[config.mk]
export PLATFORM = sky130hd
export DESIGN_NAME = refill_rd_arbiter_flat
export DESIGN_NICKNAME = d
export VERILOG_FILES = /design/src/rtl/refill_rd_arbiter_if.sv /design/src/rtl/refill_rd_arbiter.sv /design/src/flat_wrapper.sv
export SDC_FILE = /design/constraint.sdc
export NUM_CORES = 1
export LEC_CHECK = 0
export BUFFER_PORTS_ARGS = -buffer_cell sky130_fd_sc_hd__buf_2
export CORE_AREA = 2 2 368 370
export CTS_BUF_LIST = sky130_fd_sc_hd__clkbuf_8 sky130_fd_sc_hd__clkbuf_16
export CTS_CLUSTER_SIZE = 30
export DETAILED_ROUTE_END_ITERATION = 8
export DIE_AREA = 0 0 370 372
export PLACE_DENSITY = 0.3
export SLEW_MARGIN = 5
export SYNTH_ARGS = -nofsm -noshare
export SYNTH_HDL_FRONTEND = slang
export SYNTH_SLANG_ARGS = --single-unit
[constraint.sdc]
create_clock -name clk -period 3.89 [get_ports clk]
set_input_delay 0.9725 -clock clk [delete_from_list [all_inputs] [get_ports clk]]
set_output_delay 0.9725 -clock clk [all_outputs]
set_load 0.03 [all_outputs]
[src/rtl/refill_rd_arbiter_if.sv]
// Refill read-port interface: request (req/type/addr/rdy) plus single-beat
// return (ret_valid/ret_data). The master issues requests; the slave accepts
// them and supplies the return. The arbiter is a slave towards each cache and
// a master towards the AXI bridge.
interface refill_rd_arbiter_if #(
  parameter int unsigned ADDR_W = 32,
  parameter int unsigned DATA_W = 256
);
  logic              rd_req;
  logic              rd_type;
  logic [ADDR_W-1:0] rd_addr;
  logic              rd_rdy;
  logic              ret_valid;
  logic [DATA_W-1:0] ret_data;

  modport master (
    output rd_req, rd_type, rd_addr,
    input  rd_rdy, ret_valid, ret_data
  );

  modport slave (
    input  rd_req, rd_type, rd_addr,
    output rd_rdy, ret_valid, ret_data
  );
endinterface

[src/rtl/refill_rd_arbiter.sv]
// Shares the single 256-bit refill read port between the icache and the
// data-side path. One outstanding read at a time; the grant is locked from
// request issue until the return beat, which is routed to the owner only.
// Default arbitration is fixed priority (DC over IC). Defining the macro
// REFILL_ARB_RR_EN switches ties to round-robin via a last_grant register.
module refill_rd_arbiter #(
  parameter int unsigned ADDR_W = 32,
  parameter int unsigned DATA_W = 256,
  parameter int unsigned CNT_W  = 32
) (
  input  logic                 clk,
  input  logic                 resetn,
  refill_rd_arbiter_if.slave   ic,
  refill_rd_arbiter_if.slave   dc,
  refill_rd_arbiter_if.master  axi,
  output logic [CNT_W-1:0]     ic_grant_cnt,
  output logic [CNT_W-1:0]     dc_grant_cnt
);

  typedef enum logic [1:0] {
    ST_IDLE,
    ST_REQ,
    ST_WAIT
  } state_e;

  localparam logic OWN_IC = 1'b0;
  localparam logic OWN_DC = 1'b1;

  state_e            state_q, state_d;
  logic              owner_q, owner_d;
  logic [CNT_W-1:0]  ic_cnt_q, ic_cnt_d;
  logic [CNT_W-1:0]  dc_cnt_q, dc_cnt_d;
`ifdef REFILL_ARB_RR_EN
  logic              last_grant_q, last_grant_d;
`endif

  logic              winner;
  logic              sel;
  logic              req_out;
  logic              ic_rdy, dc_rdy;
  logic              ic_rv, dc_rv;
  logic [ADDR_W-1:0] sel_addr;
  logic              sel_type;
  logic [DATA_W-1:0] ret_data;

  // Arbitration among current requesters (only consulted in IDLE)
  always_comb begin
    winner = dc.rd_req ? OWN_DC : OWN_IC;
`ifdef REFILL_ARB_RR_EN
    if (ic.rd_req && dc.rd_req) begin
      winner = ~last_grant_q;
    end
`endif
  end

  // FSM next-state, grant routing and return steering
  always_comb begin
    state_d = state_q;
    owner_d = owner_q;
    sel     = owner_q;
    req_out = 1'b0;
    ic_rdy  = 1'b0;
    dc_rdy  = 1'b0;
    ic_rv   = 1'b0;
    dc_rv   = 1'b0;

    unique case (state_q)
      ST_IDLE: begin
        if (ic.rd_req || dc.rd_req) begin
          sel     = winner;
          owner_d = winner;
          req_out = 1'b1;
          state_d = axi.rd_rdy ? ST_WAIT : ST_REQ;
        end
      end
      ST_REQ: begin
        req_out = 1'b1;
        if (axi.rd_rdy) begin
          state_d = ST_WAIT;
        end
      end
      ST_WAIT: begin
        if (axi.ret_valid) begin
          ic_rv   = (owner_q == OWN_IC);
          dc_rv   = (owner_q == OWN_DC);
          state_d = ST_IDLE;
        end
      end
      default: state_d = ST_IDLE;
    endcase

    if (req_out) begin
      ic_rdy = (sel == OWN_IC) && axi.rd_rdy;
      dc_rdy = (sel == OWN_DC) && axi.rd_rdy;
    end

    // Outputs are forced quiet for the whole reset cycle, whatever the state
    if (!resetn) begin
      req_out = 1'b0;
      ic_rdy  = 1'b0;
      dc_rdy  = 1'b0;
      ic_rv   = 1'b0;
      dc_rv   = 1'b0;
    end
  end

  // Grant counters and last-grant tracking, stepped on each downstream accept
  always_comb begin
    ic_cnt_d = ic_cnt_q;
    dc_cnt_d = dc_cnt_q;
    if (ic_rdy) begin
      ic_cnt_d = ic_cnt_q + CNT_W'(1);
    end
    if (dc_rdy) begin
      dc_cnt_d = dc_cnt_q + CNT_W'(1);
    end
`ifdef REFILL_ARB_RR_EN
    last_grant_d = last_grant_q;
    if (ic_rdy || dc_rdy) begin
      last_grant_d = sel;
    end
`endif
  end

  // Owner request pass-through and return data fan-out
  always_comb begin
    sel_addr = (sel == OWN_DC) ? dc.rd_addr : ic.rd_addr;
    sel_type = (sel == OWN_DC) ? dc.rd_type : ic.rd_type;
    ret_data = axi.ret_data;
  end

  assign axi.rd_req    = req_out;
  assign axi.rd_type   = sel_type;
  assign axi.rd_addr   = sel_addr;
  assign ic.rd_rdy     = ic_rdy;
  assign dc.rd_rdy     = dc_rdy;
  assign ic.ret_valid  = ic_rv;
  assign dc.ret_valid  = dc_rv;
  assign ic.ret_data   = ret_data;
  assign dc.ret_data   = ret_data;
  assign ic_grant_cnt  = ic_cnt_q;
  assign dc_grant_cnt  = dc_cnt_q;

  // State, owner and counter registers with synchronous active-low reset
  always_ff @(posedge clk) begin
    if (!resetn) begin
      state_q  <= ST_IDLE;
      owner_q  <= OWN_IC;
      ic_cnt_q <= '0;
      dc_cnt_q <= '0;
    end else begin
      state_q  <= state_d;
      owner_q  <= owner_d;
      ic_cnt_q <= ic_cnt_d;
      dc_cnt_q <= dc_cnt_d;
    end
  end

`ifdef REFILL_ARB_RR_EN
  // Round-robin history register
  always_ff @(posedge clk) begin
    if (!resetn) begin
      last_grant_q <= OWN_IC;
    end else begin
      last_grant_q <= last_grant_d;
    end
  end
`endif

endmodule

[src/flat_wrapper.sv]
// flat-port wrapper written by rule: the top's interface ports become plain ports
module refill_rd_arbiter_flat 
#(
  parameter int unsigned ADDR_W = 32,
  parameter int unsigned DATA_W = 256,
  parameter int unsigned CNT_W  = 32
)
  (clk, resetn, ic_grant_cnt, dc_grant_cnt, ic_rd_req, ic_rd_type, ic_rd_addr, ic_rd_rdy, ic_ret_valid, ic_ret_data, dc_rd_req, dc_rd_type, dc_rd_addr, dc_rd_rdy, dc_ret_valid, dc_ret_data, axi_rd_req, axi_rd_type, axi_rd_addr, axi_rd_rdy, axi_ret_valid, axi_ret_data);
  refill_rd_arbiter_if #(.ADDR_W(ADDR_W), .DATA_W(DATA_W)) ic_i ();
  refill_rd_arbiter_if #(.ADDR_W(ADDR_W), .DATA_W(DATA_W)) dc_i ();
  refill_rd_arbiter_if #(.ADDR_W(ADDR_W), .DATA_W(DATA_W)) axi_i ();
  input  logic clk;
  input  logic resetn;
  output logic [CNT_W-1:0] ic_grant_cnt;
  output logic [CNT_W-1:0] dc_grant_cnt;
  input wire logic [$bits(ic_i.rd_req)-1:0] ic_rd_req;
  input wire logic [$bits(ic_i.rd_type)-1:0] ic_rd_type;
  input wire logic [$bits(ic_i.rd_addr)-1:0] ic_rd_addr;
  output wire logic [$bits(ic_i.rd_rdy)-1:0] ic_rd_rdy;
  output wire logic [$bits(ic_i.ret_valid)-1:0] ic_ret_valid;
  output wire logic [$bits(ic_i.ret_data)-1:0] ic_ret_data;
  input wire logic [$bits(dc_i.rd_req)-1:0] dc_rd_req;
  input wire logic [$bits(dc_i.rd_type)-1:0] dc_rd_type;
  input wire logic [$bits(dc_i.rd_addr)-1:0] dc_rd_addr;
  output wire logic [$bits(dc_i.rd_rdy)-1:0] dc_rd_rdy;
  output wire logic [$bits(dc_i.ret_valid)-1:0] dc_ret_valid;
  output wire logic [$bits(dc_i.ret_data)-1:0] dc_ret_data;
  output wire logic [$bits(axi_i.rd_req)-1:0] axi_rd_req;
  output wire logic [$bits(axi_i.rd_type)-1:0] axi_rd_type;
  output wire logic [$bits(axi_i.rd_addr)-1:0] axi_rd_addr;
  input wire logic [$bits(axi_i.rd_rdy)-1:0] axi_rd_rdy;
  input wire logic [$bits(axi_i.ret_valid)-1:0] axi_ret_valid;
  input wire logic [$bits(axi_i.ret_data)-1:0] axi_ret_data;
  assign ic_i.rd_req = ic_rd_req;
  assign ic_i.rd_type = ic_rd_type;
  assign ic_i.rd_addr = ic_rd_addr;
  assign ic_rd_rdy = ic_i.rd_rdy;
  assign ic_ret_valid = ic_i.ret_valid;
  assign ic_ret_data = ic_i.ret_data;
  assign dc_i.rd_req = dc_rd_req;
  assign dc_i.rd_type = dc_rd_type;
  assign dc_i.rd_addr = dc_rd_addr;
  assign dc_rd_rdy = dc_i.rd_rdy;
  assign dc_ret_valid = dc_i.ret_valid;
  assign dc_ret_data = dc_i.ret_data;
  assign axi_rd_req = axi_i.rd_req;
  assign axi_rd_type = axi_i.rd_type;
  assign axi_rd_addr = axi_i.rd_addr;
  assign axi_i.rd_rdy = axi_rd_rdy;
  assign axi_i.ret_valid = axi_ret_valid;
  assign axi_i.ret_data = axi_ret_data;
  refill_rd_arbiter #(.ADDR_W(ADDR_W), .DATA_W(DATA_W), .CNT_W(CNT_W)) u_core (.clk(clk), .resetn(resetn), .ic(ic_i), .dc(dc_i), .axi(axi_i), .ic_grant_cnt(ic_grant_cnt), .dc_grant_cnt(dc_grant_cnt));
endmodule
==> summary.txt, run 1 <==
Timing
  – Slew of the pin with the lowest slew margin: 832 ps
  – Setup TNS: 0 ps
  – Hold slack: 483 ps
  – Fmax: 284 MHz
  – Setup Skew: 11.8 ps
  – Slew margin rel.: 44.5%
  – Fin crit share: 90.4%
  – Worst Slack Setup Final: 372 ps
  – Max-slew violation total from the final report: 0
  – Fin. Hold Viols: 0
  – Minimum clock period: 3520 ps
  – Final setup vio count: 0
  – RSZ-0062 raised after global routing: false

GRT
  – GR peak layer: met2
  – Largest net degree at the start of global routing: 56
  – GR Layer Usage met1: 6.03%
  – GRT met3 Usage: 7.56%
  – Vias in the first global route: 5043
  – Met2 Use GR: 10.6%
  – First-pass GRT wire length: 62400 um
  – Total GRT Usage: 7.26%
  – Congestion Overflow GR: 0
  – Initial antenna violation count: 21

CTS
  – CTS Hold Bufs: 0
  – Clk buf depth: 2
  – Later-pin clock latency in the skew report: 380 ps
  – CTS root buffer: clkbuf_16
  – Post-CTS sizing: 0
  – CTS tree: built
  – Worst-path clk slew: 70 ps
  – H-tree depth: 3
  – Total CTS buffers: 9
  – Post-CTS Setup Bufs: 0
  – Clock Sinks: 67

Worst setup path
  – Max Fanout on Critical Path: 37
  – CP Capture Type: primary output
  – FF-to-FF End: u_core.ic_grant_cnt[25]
  – Worst path arrival time: 2550 ps
  – Worst r2r path cells: 6
  – Flop-to-flop setup slack: 1070 ps
  – Worst setup SP type: input pin
  – Req. time, crit path: 2920 ps
  – Worst r2r src: u_core.state_q[1]
  – Setup CP Type: in2out

Final layout
  – Final nets: 992
  – Synth-to-Final Area Change: -5.42%
  – Layout cells sized above 1: 30.7%

Floorplanning
  – FP Rows: 135
  – Top-level port count: 942
  – Initial Util: 5.53%
  – Total die area: 0.138 mm^2
  – Core ar.: 0.134 mm^2
  – Die height: 372 um
  – Die X: 370 um

Hold path
  – Hold path depth: 2
  – Hold path endpoint: u_core.dc_grant_cnt[31]
  – Hold_sp: u_core.dc_grant_cnt[31]
  – Hold crit path type: reg2reg

Synth
  – Ys flop type: dfxtp_1
  – Top cells by count, synth: 512 x buf_4, 131 x nand2_1, 67 x dfxtp_1
  – Synth Net Count: 1334
  – Cell count after synthesis: 1004
  – Synth cell types: 39
  – Avg Cell Area, Syn: 7.40 um^2
  – Synth warnings: 0
  – Most frequent cell after synthesis: buf_4
  – Largest area contributor in the netlist: buf_4
  – Synth area leaders: buf_4 52%, dfxtp_1 18%, nand2_1 6.6%
  – Yosys reg bits: 67
  – Yosys top cell area share: 51.7%
  – Seq/Total Area, Yosys: 18.1%
  – Post-Syn Area: 0.00743 mm^2
  – Number of flops mapped to enable cells by yosys: 0
  – Ys async rst share: 0%

Power and ir drop
  – Power Dens Cells: 296 mW/mm^2
  – Power, Total: 2.08 mW
  – Worst VDD drop: 0.151 mV
  – Leak: 2.23 nW

Drt
  – Drt total wl: 51600 um
  – Via count: 5033
  – DR iter-0 viols: 142
  – Drt first pass iters: 4
  – DRT antenna net count: 0
  – Wire per inst: 21.1 um
  – Drc violations: 0
  – Vias per cell: 2.05

Place
  – HPWL after DPL: 45600 um
  – Pre-CTS setup slack: 327 ps
  – # port buffers: 173
  – Placer congestion estimate: 0.757

Job
  – Max Cap Viol: 0

Status
  – Status: finished clean
==> where the power goes <==
group	switching [mW]	leakage (nW)	internal, mW
logic	0.282	1.53	0.108
clock network	0.434	0.157	0.562
registers	0.00711	0.540	0.690
total	0.723	2.23	1.36
==> worst max-delay path by stage <==
stage                      end       from  slack (ps)  depth (start not counted)
2_1_floorplan  axi_rd_addr[22]  ic_rd_req         250                          6
3_3_place_gp   axi_rd_addr[20]  ic_rd_req         330                          7
3_5_place_dp   axi_rd_addr[20]  ic_rd_req         330                          7
4_1_cts        axi_rd_addr[20]  ic_rd_req         320                          7
5_1_grt         axi_rd_addr[6]  ic_rd_req         240                          7
6_report        axi_rd_addr[6]  ic_rd_req         370                          7
==> routing by layer <==
metal,share of wire [%],up-vias
met5,0.31,-
met4,6.6,6
met3,22,214
met2,42,636
met1,29,2103
li1,-,2074
==> area by class of cell <==
type	instances	area, um^2
Tap cell	1781	2230
Timing Repair Buffer	185	981
Fill cell	16022	127000
Clock inverter	7	93.8
Clock buffer	9	225
Inverter	13	48.8
Sequential cell	67	1340
Multi-Input combinational cell	386	2100
Antenna cell	3	7.51
==> flip-flops by register name, summed over array words and instances (netlist names) <==
name and cells:
u_core.dc_grant_cnt 32, u_core.ic_grant_cnt 32, u_core.owner_q 1, u_core.state_q 2
==> worst max-delay path, cell delays in order <==
cell	delay, ps
buf_2	90
or3b_1	410
a21oi_4	430
buf_12	250
nand2_1	90
nand2_1	60
buf_2	190
==> kinds of logic after synthesis <==
kind of cell / count (synthesis) / synth area share [%]
buffers and inverters: 551 / 53.8
and+or+nand+nor: 290 / 19.1
DFF: 67 / 18.1
AOI/OAI and AO/OA: 62 / 4.83
xor gates and xnor gates: 28 / 3.30
muxes: 4 / 0.539
adders and majority gates: 2 / 0.337
==> cells in the final DEF, fill, tap and decap left out, types with 3 or more instances in the layout <==
cell and instances:
inv_1 13, or4_1 11, diode_2 3, nand3_1 20, or3_1 18, dfxtp_1 67, nor3_1 7, xnor2_1 24
nand2_1 131, nor2_1 33, buf_4 10, nor4_1 22, mux2i_1 4, buf_2 173, clkbuf_16 9, xor2_1 4
and3_1 4, a21oi_1 25, nand4_1 20, o31ai_1 12, o21ai_0 17, nand2b_1 4, and4_1 7
==> through the flow <==
stage	util, %	cell area (um^2)	std cells
after floorplan	-	7430	1004
after global placement	4.99	6700	2432
after detailed placement	4.99	6700	2432
after CTS	5.23	7020	2448
after global routing	5.23	7020	2448
final	5.23	7030	2451
Note: power is estimated with default switching activity, not from simulation.
==> run 2, diff against run 1 <==
--- a/config.mk
+++ b/config.mk
@@ -11,7 +11,6 @@
 export CTS_CLUSTER_SIZE = 30
 export DETAILED_ROUTE_END_ITERATION = 8
 export DIE_AREA = 0 0 370 372
-export PLACE_DENSITY = 0.3
 export SLEW_MARGIN = 5
 export SYNTH_ARGS = -nofsm -noshare
 export SYNTH_HDL_FRONTEND = slang
==> summary.txt, run 2 (synthesis gave the netlist of run 1 again) <==
CTS
  – CTS Hold Bufs: 0 (unchanged)
  – Total CTS buffers: 9 (unchanged)
  – H-tree depth: 3 (unchanged)
  – Worst-path clk slew: 60 ps (about the same)
  – Post-CTS Setup Bufs: 0 (unchanged)
  – Later-pin clock latency in the skew report: 370 ps (about the same)
  – Clk buf depth: 2 (unchanged)
  – CTS tree: built
  – Post-CTS sizing: 0 (unchanged)
  – CTS root buffer: clkbuf_16
  – Clock Sinks: 67 (unchanged)

Floorplanning
  – Die X: 370 um (unchanged)
  – Initial Util: 5.53% (unchanged)
  – FP Rows: 135 (unchanged)
  – Die height: 372 um (unchanged)
  – Top-level port count: 942 (unchanged)
  – Total die area: 0.138 mm^2 (unchanged)
  – Core ar.: 0.134 mm^2 (unchanged)

Timing
  – RSZ-0062 raised after global routing: false
  – Fin. Hold Viols: 0 (unchanged)
  – Minimum clock period: 3490 ps (-30.1 ps)
  – Slew of the pin with the lowest slew margin: 847 ps (+14.6 ps)
  – Max-slew violation total from the final report: 0 (unchanged)
  – Setup Skew: 14.1 ps (+2.30 ps)
  – Fmax: 287 MHz (+0.86%)
  – Worst Slack Setup Final: 402 ps (+30.1 ps)
  – Setup TNS: 0 ps (unchanged)
  – Final setup vio count: 0 (unchanged)
  – Fin crit share: 89.7% (-0.77 points)
  – Slew margin rel.: 43.5% (-0.98 points)

Place
  – HPWL after DPL: 65700 um (+44%)
  – Pre-CTS setup slack: 361 ps (+34.1 ps)
  – Placer congestion estimate: 0.884 (+17%)
  – # port buffers: 173 (unchanged)

Job
  – Max Cap Viol: 0 (unchanged)

Final layout
  – Final Util: 5.24% (+0.0056 points)
  – Commonest non-fill, non-tap cells in the layout: 172 x buf_2, 131 x nand2_1, 67 x dfxtp_1, 33 x nor2_1, 25 x a21oi_1
  – Commonest non-fill, non-tap cell in the layout: buf_2
  – Layout cells sized above 1: 30.7% (unchanged)
  – Synth-to-Final Area Change: -5.32%
  – FILL cells: 16.0k (-0.28%)
  – Final nets: 993 (+0.10%)

Drt
  – DRT antenna net count: 0 (unchanged)
  – Drt total wl: 71200 um (+38%)
  – Via count: 5230 (+3.9%)
  – Drc violations: 0 (unchanged)
  – Vias per cell: 2.13 (+3.8%)
  – Wire per inst: 29.0 um (+38%)
  – DR iter-0 viols: 304 (+110%)
  – Drt first pass iters: 5 (+1)

Worst setup path
  – Worst setup SP type: input pin
  – Req. time, crit path: 2920 ps (about the same)
  – Worst path arrival time: 2520 ps (-30 ps)
  – Setup CP Type: in2out
  – Max Fanout on Critical Path: 15 (-59%)
  – CP Capture Type: primary output

GRT
  – Largest net degree at the start of global routing: 56 (unchanged)
  – GR peak layer: met2
  – GRT met3 Usage: 14.9% (+7.4 points)
  – Congestion Overflow GR: 0 (unchanged)
  – Total GRT Usage: 9.88% (+2.6 points)
  – Initial antenna violation count: 28 (+33%)
  – First-pass GRT wire length: 81000 um (+30%)
  – GR Layer Usage met1: 5.62% (-0.41 points)
  – Vias in the first global route: 4995 (-0.95%)
  – Met2 Use GR: 15.4% (+4.8 points)

Status
  – Status: finished clean

Power and ir drop
  – Int Pwr: 1.30 mW (-4.7%)
  – NetSw: 0.695 mW (-3.9%)
  – Power Dens Cells: 283 mW/mm^2 (-4.5%)
  – Flop pwr share: 35.1% (+1.6 points)
  – Gate power share: 20.3% (+1.6 points)
  – Leak: 2.23 nW (-0.20%)
  – Clock power frac: 44.7% (-3.1 points)
  – Sw Share: 34.9% (+0.20 points)
  – Worst VDD drop: 0.230 mV (+52%)

Hold path
  – Hold crit path type: reg2reg
==> run 2: layer usage <==
metal	up-vias	routed length (um)
li1	2073	-
met2	781	31400
met4	6	2620
met5	-	125
met1	2197	14400
met3	173	22600
==> run 2: power by group through the flow <==
stage / Sequential, mW / Clock [mW] / Combinational [mW]
after floorplan: 0.715 / 0 / 1.20
after global placement: 0.713 / 0 / 0.413
after detailed placement: 0.713 / 0 / 0.413
after CTS: 0.698 / 0.944 / 0.415
after global routing: 0.698 / 0.959 / 0.433
final: 0.698 / 0.889 / 0.404
==> run 2: through the flow <==
step,total power [mW],hold WS (ps),std cells,area [um^2]
2_1_floorplan,1.91,468,1004,7430
3_3_place_gp,1.13,464,2433,6740
3_5_place_dp,1.13,475,2433,6740
4_1_cts,2.06,484,2448,7020
5_1_grt,2.09,514,2448,7020
6_report,1.99,485,2454,7040
==> run 2: area by class of cell <==
type                            count  area (um^2)  share of cell area, %
Clock buffer                        9          225                   3.20
Sequential cell                    67         1340                   19.1
Clock inverter                      6         58.8                  0.836
Tap cell                         1781         2230                   31.7
Multi-Input combinational cell    386         2100                   29.9
Timing Repair Buffer              186         1020                   14.4
Inverter                           13         48.8                  0.694
Antenna cell                        6         15.0                  0.213
==> run 2: worst max-delay path, stage by stage <==
cell    delay [ps]
buf_2           90
or3b_1         410
a21o_2         250
buf_12         150
nor2_1         310
buf_2          290
==> run 2: path summary, 6_finish.rpt <==
check	start	endpoint	slack, ps	depth (start not counted)
min reg2reg	u_core.dc_grant_cnt[31]	u_core.dc_grant_cnt[31]	490	2
min	u_core.dc_grant_cnt[31]	u_core.dc_grant_cnt[31]	490	2
max	ic_rd_req	ic_rd_rdy	400	6
max reg2reg	u_core.state_q[1]	u_core.ic_grant_cnt[30]	970	6
==> run 3, diff against run 2 <==
--- a/config.mk
+++ b/config.mk
@@ -6,11 +6,11 @@
 export NUM_CORES = 1
 export LEC_CHECK = 0
 export BUFFER_PORTS_ARGS = -buffer_cell sky130_fd_sc_hd__buf_2
-export CORE_AREA = 2 2 368 370
+export CORE_AREA = 2 2 364 366
 export CTS_BUF_LIST = sky130_fd_sc_hd__clkbuf_8 sky130_fd_sc_hd__clkbuf_16
 export CTS_CLUSTER_SIZE = 30
 export DETAILED_ROUTE_END_ITERATION = 8
-export DIE_AREA = 0 0 370 372
+export DIE_AREA = 0 0 366 368
 export SLEW_MARGIN = 5
 export SYNTH_ARGS = -nofsm -noshare
 export SYNTH_HDL_FRONTEND = slang
==> constraint.sdc (replaced) <==
create_clock -name clk -period 2.9 [get_ports clk]
set_input_delay 0.725 -clock clk [delete_from_list [all_inputs] [get_ports clk]]
set_output_delay 0.725 -clock clk [all_outputs]
set_load 0.03 [all_outputs]
==> summary.txt, run 3 (synthesis gave the netlist of run 1 again) <==
Status
  – Status: finished clean

Floorplanning
  – Top-level port count: 942 (unchanged)
  – Die height: 368 um (-1.1%)
  – Core ar.: 0.131 mm^2 (-2.6%)
  – Die X: 366 um (-1.1%)
  – Total die area: 0.135 mm^2 (-2.1%)
  – Initial Util: 5.68% (+0.15 points)
  – FP Rows: 133 (-1.5%)

GRT
  – Initial antenna violation count: 22 (-21%)
  – Total GRT Usage: 8.08% (-1.8 points)
  – Congestion Overflow GR: 0 (unchanged)
  – Largest net degree at the start of global routing: 56 (unchanged)
  – Vias in the first global route: 5092 (+1.9%)
  – First-pass GRT wire length: 67800 um (-16%)

Power and ir drop
  – Sw Share: 32.3% (-2.6 points)
  – Flop pwr share: 33.9% (-1.2 points)
  – Worst VDD drop: 0.330 mV (+44%)
  – Clock power frac: 45.8% (+1.1 points)
  – Power Dens Cells: 382 mW/mm^2 (+35%)
  – Gate power share: 20.3% (about the same)
  – NetSw: 0.891 mW (+28%)
  – Int Pwr: 1.87 mW (+44%)
  – Leak: 2.34 nW (+5.0%)

CTS
  – CTS tree: built
  – Total CTS buffers: 9 (unchanged)
  – H-tree depth: 3 (unchanged)
  – Clk buf depth: 2 (unchanged)
  – Clock Sinks: 67 (unchanged)
  – CTS Hold Bufs: 0 (unchanged)
  – Worst-path clk slew: 60 ps (about the same)
  – CTS root buffer: clkbuf_16
  – Later-pin clock latency in the skew report: 360 ps (about the same)
  – Post-CTS Setup Bufs: 0 (unchanged)

Worst setup path
  – CP Capture Type: primary output
  – Max Fanout on Critical Path: 14 (-1)
  – Setup CP Type: in2out
  – Req. time, crit path: 2170 ps (-750 ps)
  – Worst setup SP type: input pin
  – Worst path arrival time: 2130 ps (-390 ps)

Final layout
  – Final non-filler cell total: 2442 (-0.49%)
  – Commonest non-fill, non-tap cells in the layout: 164 x buf_2, 127 x nand2_1, 67 x dfxtp_1, 33 x nor2_1, 30 x buf_4
  – Layout cells sized above 1: 33.6% (+2.8 points)
  – Commonest non-fill, non-tap cell in the layout: buf_2
  – Final nets: 1010 (+1.7%)
  – FILL cells: 15.6k (-2.2%)
  – Synth-to-Final Area Change: -2.93%

Place
  – HPWL after DPL: 52200 um (-20%)
  – # port buffers: 173 (unchanged)
  – Placer congestion estimate: 0.827 (-6.5%)
  – Post-Place Cells: 2424 (-0.37%)

Timing
  – Fin crit share: 98.5%
  – Final setup vio count: 0 (unchanged)
  – Slew of the pin with the lowest slew margin: 768 ps (-79.0 ps)
  – Slew margin rel.: 48.3% (+4.8 points)
  – Setup Skew: 15.5 ps (+1.39 ps)
  – Fin. Hold Viols: 0 (unchanged)
  – Setup TNS: 0 ps (unchanged)
  – Max-slew violation total from the final report: 0 (unchanged)
  – Minimum clock period: 2860 ps
  – RSZ-0062 raised after global routing: true
  – Fmax: 350 MHz

Hold path
  – Hold crit path type: reg2reg

Drt
  – Vias per cell: 2.12 (-0.51%)
  – Drt total wl: 56800 um (-20%)
  – Wire per inst: 23.3 um (-20%)
  – Via count: 5178 (-0.99%)
  – DR iter-0 viols: 205 (-33%)
  – Drc violations: 0 (unchanged)
  – DRT antenna net count: 0 (unchanged)
  – Drt first pass iters: 5 (unchanged)

Job
  – Max Cap Viol: 0 (unchanged)
==> run 3: cell types whose count changed in the layout (fill, tap and decap cells not counted), moves of 2 or more <==
cell        delta
clkbuf_4       +3
buf_4         +20
buf_6          +2
buf_2          -8
clkinvlp_4     -2
nand2_1        -4
clkinv_4       +2
inv_6          +2
nand2_2        +4
diode_2        -4
==> run 3: layer usage <==
layer	vias up	routed length, um	track usage (%)
met1	2194	13800	5.55
met3	161	15800	10.4
li1	2104	-	-
met2	707	24800	12.6
met5	-	92	0.285
met4	12	2330	3.02
==> run 3: cell type report <==
class / instances / area (um^2) / area share (%)
repair buffers: 203 / 1170 / 16.2
clock inverters: 7 / 100 / 1.39
clock buffers: 9 / 225 / 3.12
well taps: 1755 / 2200 / 30.4
diodes: 2 / 5.00 / 0.0694
flip-flops and latches: 67 / 1340 / 18.6
inverters: 13 / 48.8 / 0.676
multi-input cells: 386 / 2130 / 29.5
==> run 3: what timing repair did <==
action | CTS | global route
setup endpoints to repair | 34 | 12
gates resized for setup | 7 | 14
pin swaps | 1 | 0
==> run 3: worst paths after layout <==
check	slack, ps	to	from	depth (start not counted)
max	40	axi_rd_addr[28]	ic_rd_req	8
min	480	u_core.dc_grant_cnt[31]	u_core.dc_grant_cnt[31]	2
max reg2reg	370	u_core.ic_grant_cnt[28]	u_core.state_q[1]	6
min reg2reg	480	u_core.dc_grant_cnt[31]	u_core.dc_grant_cnt[31]	2
==> run 3: through the flow <==
| stage | setup WS (ps) | instance area (um^2) | hold slack [ps] | total power, mW | utilization (%) |
|---|---|---|---|---|---|
| after floorplan | 4.42 | 7440 | 468 | 2.57 | - |
| final | 43.7 | 7210 | 477 | 2.76 | 5.51 |
| after global placement | -176 | 6840 | 461 | 1.51 | 5.23 |
| after global routing | -45.1 | 7210 | 514 | 2.90 | 5.51 |
| after CTS | 10.6 | 7190 | 478 | 2.83 | 5.49 |
| after detailed placement | -169 | 6840 | 467 | 1.52 | 5.23 |
==> run 3: critical path: stages <==
cell      delay, ps
buf_2            90
or3b_4          400
a21oi_4         210
buf_12          180
buf_12          150
nand2_1          80
nand2_1          80
clkbuf_4        190
==> run 3: power by group through the flow <==
stage	combinational [mW]	clock (mW)	sequential (mW)
global placement	0.558	0	0.956
floorplan	1.61	0	0.960
detailed placement	0.562	0	0.956
CTS	0.570	1.32	0.935
global route	0.611	1.35	0.936
finish	0.560	1.26	0.935
